$ cat config.mk
export PLATFORM = sky130hd
export DESIGN_NAME = conf_int_mac_pipe
export DESIGN_NICKNAME = d
export VERILOG_FILES = /design/src/rtl/conf_int_mac_pipe.sv
export SDC_FILE = /design/constraint.sdc
export NUM_CORES = 2
export LEC_CHECK = 0
export BUFFER_PORTS_ARGS = -buffer_cell sky130_fd_sc_hd__buf_4
export CORE_MARGIN = 8
export CORE_UTILIZATION = 45
export DETAILED_ROUTE_END_ITERATION = 10
export HOLD_SLACK_MARGIN = 0.02
export PLACE_DENSITY = 0.72
export SLEW_MARGIN = 0
export SYNTH_ARGS = -nofsm -noshare
export SYNTH_HDL_FRONTEND = slang
export SYNTH_SLANG_ARGS = --single-unit
$ cat constraint.sdc
create_clock -name clk -period 12 [get_ports clk]
set_input_delay 2.4 -clock clk [delete_from_list [all_inputs] [get_ports clk]]
set_output_delay 2.4 -clock clk [all_outputs]
set_load 0.005 [all_outputs]
$ cat src/rtl/conf_int_mac_pipe.sv
// Three-stage configurable-precision integer multiply-accumulate pipeline.
// Stage 1 latches the four split partial products, stage 2 combines them
// under the precision mode, and stage 3 adds c or the running accumulator.
// Every stage advances together and holds as a unit while the consumer stalls.
module conf_int_mac_pipe #(
    parameter int OP_BITWIDTH  = 32,
    parameter int Pn           = 12,
    parameter int ACC_BITWIDTH = 32
) (
    input  logic                    clk,
    input  logic                    rst,
    input  logic                    in_valid,
    output logic                    in_ready,
    input  logic [OP_BITWIDTH-1:0]  a,
    input  logic [OP_BITWIDTH-1:0]  b,
    input  logic [ACC_BITWIDTH-1:0] c,
    input  logic [1:0]              prec_mode,
    input  logic                    acc_en,
    input  logic                    acc_clr,
    output logic                    out_valid,
    input  logic                    out_ready,
    output logic [ACC_BITWIDTH-1:0] d
);

    localparam int HW = OP_BITWIDTH - Pn;
    // The full product is 2*OP_BITWIDTH wide; summing at that width (or
    // ACC_BITWIDTH if larger) and truncating gives the modulo result.
    localparam int SW = (2 * OP_BITWIDTH > ACC_BITWIDTH) ? 2 * OP_BITWIDTH : ACC_BITWIDTH;

    logic adv;

    logic [Pn-1:0] a_l, b_l;
    logic [HW-1:0] a_h, b_h;
    logic [2*Pn-1:0]        ll_p;
    logic [OP_BITWIDTH-1:0] hl_p, lh_p;
    logic [2*HW-1:0]        hh_p;

    logic                    v1;
    logic [2*Pn-1:0]         ll_r;
    logic [OP_BITWIDTH-1:0]  hl_r, lh_r;
    logic [2*HW-1:0]         hh_r;
    logic [1:0]              mode1;
    logic                    acc_en1, acc_clr1;
    logic [ACC_BITWIDTH-1:0] c1;

    logic [SW-1:0]           ll_x, hl_x, lh_x, hh_x, sum_w;
    logic [ACC_BITWIDTH-1:0] mul_c;

    logic                    v2;
    logic [ACC_BITWIDTH-1:0] mul2, c2;
    logic                    acc_en2, acc_clr2;

    logic [ACC_BITWIDTH-1:0] acc, acc_next, plain_sum;

    // A stalled result blocks the whole pipe; no bubble squeezing.
    assign adv      = !(out_valid && !out_ready);
    assign in_ready = rst && adv;

    assign a_l = a[Pn-1:0];
    assign b_l = b[Pn-1:0];
    assign a_h = a[OP_BITWIDTH-1:Pn];
    assign b_h = b[OP_BITWIDTH-1:Pn];

    // Full-width partial products, operands zero-extended to the result width.
    always_comb begin
        ll_p = {{Pn{1'b0}}, a_l} * {{Pn{1'b0}}, b_l};
        hl_p = {{Pn{1'b0}}, a_h} * {{HW{1'b0}}, b_l};
        lh_p = {{HW{1'b0}}, a_l} * {{Pn{1'b0}}, b_h};
        hh_p = {{HW{1'b0}}, a_h} * {{HW{1'b0}}, b_h};
    end

    // Valid bits of every stage; reset discards anything in flight.
    always_ff @(posedge clk) begin
        if (!rst) begin
            v1 <= 1'b0;
            v2 <= 1'b0;
        end else if (adv) begin
            v1 <= in_valid;
            v2 <= v1;
        end
    end

    // Stage 1 and stage 2 payload; qualified by the valid bits, so no reset.
    always_ff @(posedge clk) begin
        if (adv) begin
            ll_r     <= ll_p;
            hl_r     <= hl_p;
            lh_r     <= lh_p;
            hh_r     <= hh_p;
            mode1    <= prec_mode;
            acc_en1  <= acc_en;
            acc_clr1 <= acc_clr;
            c1       <= c;
            mul2     <= mul_c;
            c2       <= c1;
            acc_en2  <= acc_en1;
            acc_clr2 <= acc_clr1;
        end
    end

    // Recombine the partial products, zeroing those the precision mode drops.
    always_comb begin
        ll_x  = (mode1 == 2'd0) ? SW'(ll_r) : '0;
        hl_x  = mode1[1] ? '0 : (SW'(hl_r) << Pn);
        lh_x  = mode1[1] ? '0 : (SW'(lh_r) << Pn);
        hh_x  = SW'(hh_r) << (2 * Pn);
        sum_w = hh_x + lh_x + hl_x + ll_x;
        mul_c = sum_w[ACC_BITWIDTH-1:0];
    end

    // Stage 3 sums: accumulator path and plain product-plus-addend path.
    always_comb begin
        acc_next  = (acc_clr2 ? c2 : acc) + mul2;
        plain_sum = mul2 + c2;
    end

    // Result and accumulator; the accumulator moves once per beat leaving stage 2.
    always_ff @(posedge clk) begin
        if (!rst) begin
            out_valid <= 1'b0;
            d         <= '0;
            acc       <= '0;
        end else if (adv) begin
            out_valid <= v2;
            if (v2) begin
                if (acc_en2) begin
                    acc <= acc_next;
                    d   <= acc_next;
                end else begin
                    d   <= plain_sum;
                end
            end
        end
    end

endmodule

==> flow_summary.toml <==
[timing]
rsz0062_at_grt = "no"
relSlewSlack_pct = 41.74
worstMarginPinSlew_ns = 0.8740
max_freq_mhz = 138.2
finalCriticalPeriod_ns = 7.235
setup_tns_ns = 0
skew_ns = 0.01564
setup_viol = 0
hold_violations = 0
fin_crit_sh_pct = 60.29
slew_violations = 0

[drt]
wl_per_cell_um = 16.93
drtIter0Drc = 1451
vias = 20150
drc = 0
totalWireLength_um = 66160
viasPerCell = 5.156
route.antenna.remaining_nets = 0
drtPass1Iterations = 5

[power_and_ir_drop]
p_switching_mw = 3.158
swShare_pct = 45.43
p_per_area_nw_per_um2 = 227.3
pwr-share-seq_pct = 20.3
intPower_mw = 3.793
combPwrFrac_pct = 67.5
ir_worst_vdd_uv = 201.2
clkPwrFrac_pct = 12.2
p_leak_nw = 14.52

[die]
initial_utilization_pct = 45.46
die_w_um = 265.5
io_pins = 138
die_height_um = 265.5
core_area_um2 = 61600
rows = 91
dieArea_um2 = 70470

[clock_tree]
cts_hold_buffers = 0
cts_resized = 0
cts_tree = "built"
h-tree-depth = 1
clkLatencyLatePin_ns = 0.55
numCtsBuffers = 27
clk_path_buf_depth = 3
cts_sinks = 241
root_buffer = "clkbuf_16"
path_clk_slew_ns = 0.06
cts_setup_buffers = 0

[place]
dp_cells = 3859
hpwl_um = 50940
globalplace.congestion = 0.9053
port_buffers = 137

[global_route]
grt_util_all_layers_pct = 18.89
grt_pass1_vias = 20480
grt_antenna_before_repair = 0
grt_overflow = 0
grt_max_degree = 69
grtUsageMet3_pct = 2.272
met2_usage_pct = 30.46
grt.busiest_layer = "met2"
grt_pass1_wl_um = 108800
grtUsageMet1_pct = 26.69

[layout]
regArea_um2 = 6566
drive_gt1_share_pct = 7.913
fin_nets = 3759
multiInputGateArea_um2 = 18980
synthToLayoutAreaGrowth_pct = 9.222
diodes = 0
finalNonFillerCells = 3908
fill_cells = 5699

[flow_run]
drv_cap = 0

[setup_path]
critPathLaunchType = "input pin"
cp_slowest_stage_delay_ns = 0.57
worst_ep_required_time_ns = 12.30
crit_chain = "buf_4, nand2_1, fa_1, fa_1, fa_1, inv_1, fa_1, inv_1, fa_1, inv_1, ha_1, nor4_1, o21ai_0, a41oi_1, o2111ai_1, a41oi_1, nor2b_1, o21ai_1, nor2b_1, xnor2_1"
crit_top_cell = "fa_1"
crit_slowest_cell = "fa_1"
crit_arrival_ns = 7.54
cp_max_fo = 29
reg2reg_depth = 19
end_kind = "flop"
path_class = "in2reg"

[synthesis]
synth_edf_count = 174
synthCells = 3002
synth_top_area_share_pct = 26.59
synth_nets = 3710
async_flop_share_pct = 0
ys_seq_elements = 241
yosys_warnings = 0
synth.area.top_cells = "fa_1, edfxtp_1, ha_1"
synthFlopType = "edfxtp_1"
avgSynthCellArea_um2 = 9.329
seq_area_frac_synth_pct = 23.45
synth_cell_types = 69
syn-cell-area_um2 = 28000
yosys.area.top_type = "fa_1"

[hold_path]
hold_class = "reg2reg"
hold_depth = 0

[status]
status = "complete, no violations"
## final timing paths
kind / start / to / slack [ns]
worst max register to register: mode1[1] / mul2[31] / 7.87
worst min register to register: c1[11] / c2[11] / 0.42
worst min-delay path: c1[11] / c2[11] / 0.42
worst max-delay path: b[3] / ll_r[21] / 4.77
## through the flow
| stage | setup slack (ns) | util [%] | cell area [µm²] | power [mW] | hold WS, ns |
|---|---|---|---|---|---|
| after detailed placement | 4.251 | 48.18 | 29680 | 6.090 | 0.4056 |
| after global placement | 4.343 | 48.18 | 29680 | 6.035 | 0.4015 |
| after floorplan | 1.716 | - | 28000 | 4.837 | 0.4003 |
| final | 4.765 | 49.66 | 30590 | 6.951 | 0.4173 |
| after CTS | 4.824 | 49.66 | 30590 | 6.974 | 0.4198 |
| after global routing | 4.438 | 49.66 | 30590 | 7.621 | 0.4252 |
## synthesized netlist by cell type, types with 66 or more instances
| cell | number |
|---|---|
| nand2_1 | 459 |
| a21oi_1 | 117 |
| dfxtp_1 | 67 |
| edfxtp_1 | 174 |
| and2_1 | 210 |
| nor2_1 | 105 |
| clkbuf_1 | 119 |
| ha_1 | 232 |
| fa_1 | 372 |
| xnor2_1 | 129 |
| inv_1 | 527 |
| o21ai_0 | 66 |
## layout make-up
class	count	share of cell area, %
clock inverter	17	0.6954
timing repair buffer	147	3.608
sequential	241	21.47
tap	837	3.424
multi-input combinational	2107	62.07
clock buffer	32	2.270
inverter	527	6.467
## state kept, by name, indices dropped and copies added (netlist names)
register / count
c1: 32
hh_r: 8
acc_clr2: 1
mode1: 2
mul2: 32
out_valid: 1
v2: 1
ll_r: 24
d: 32
v1: 1
acc_clr1: 1
c2: 32
acc_en1: 1
hl_r: 20
acc_en2: 1
acc: 32
lh_r: 20
## per-layer routing
layer,up-vias,part of all wire [%],wire length (µm)
met3,105,6.5,4294
met5,-,0,0
li1,9581,-,-
met4,0,2.9,1912
met2,646,45,29760
met1,9819,46,30190
## cells in the final DEF, fill, tap and decap left out, drive strengths merged, types with 5 or more instances in the layout
cell / count
o211ai: 10
a221oi: 5
a31o: 5
buf: 147
nor2b: 30
edfxtp: 174
xnor2: 129
a211oi: 21
o21a: 18
o21bai: 9
nor3: 26
o21ai: 82
mux2: 30
o221ai: 6
nor2: 105
clkinv: 10
mux2i: 12
a21oi: 118
xor2: 33
nand4: 9
and2: 211
or3: 10
a21boi: 7
nand2b: 27
clkbuf: 32
inv: 529
ha: 232
a21o: 47
a31oi: 12
o31ai: 7
fa: 372
or2: 8
dfxtp: 67
nand3: 18
nand2: 459
## power groups by stage
stage / Clock, mW / Combinational (mW) / Sequential (mW)
3_5_place_dp: 0 / 4.66 / 1.43
4_1_cts: 0.867 / 4.69 / 1.41
2_1_floorplan: 0 / 3.47 / 1.37
3_3_place_gp: 0 / 4.61 / 1.42
5_1_grt: 0.896 / 5.30 / 1.43
6_report: 0.849 / 4.69 / 1.41
## logic make-up (layout without fill, tap and decap cells)
kind of cell | count (synthesis) | count (layout) | share of synthesized area, %
AO/OA/AOI/OAI | 379 | 379 | 8.717
multiplexers | 42 | 42 | 1.635
flip-flops | 241 | 241 | 23.45
AND/OR/NAND/NOR | 920 | 920 | 15.38
XOR/XNOR | 162 | 162 | 5.067
buffers and inverters | 654 | 723 | 8.797
adder cells (fa/ha/maj) | 604 | 604 | 36.96
## worst max-delay path: cells and delay by family
family | cells | cell delay [ns]
compound gates | 5 | 1.21
buf+inv | 4 | 0.44
xor+xnor | 1 | 0.07
simple gates | 4 | 0.65
fa+ha+maj | 6 | 2.71
Note: power is estimated with default switching activity, not from simulation.
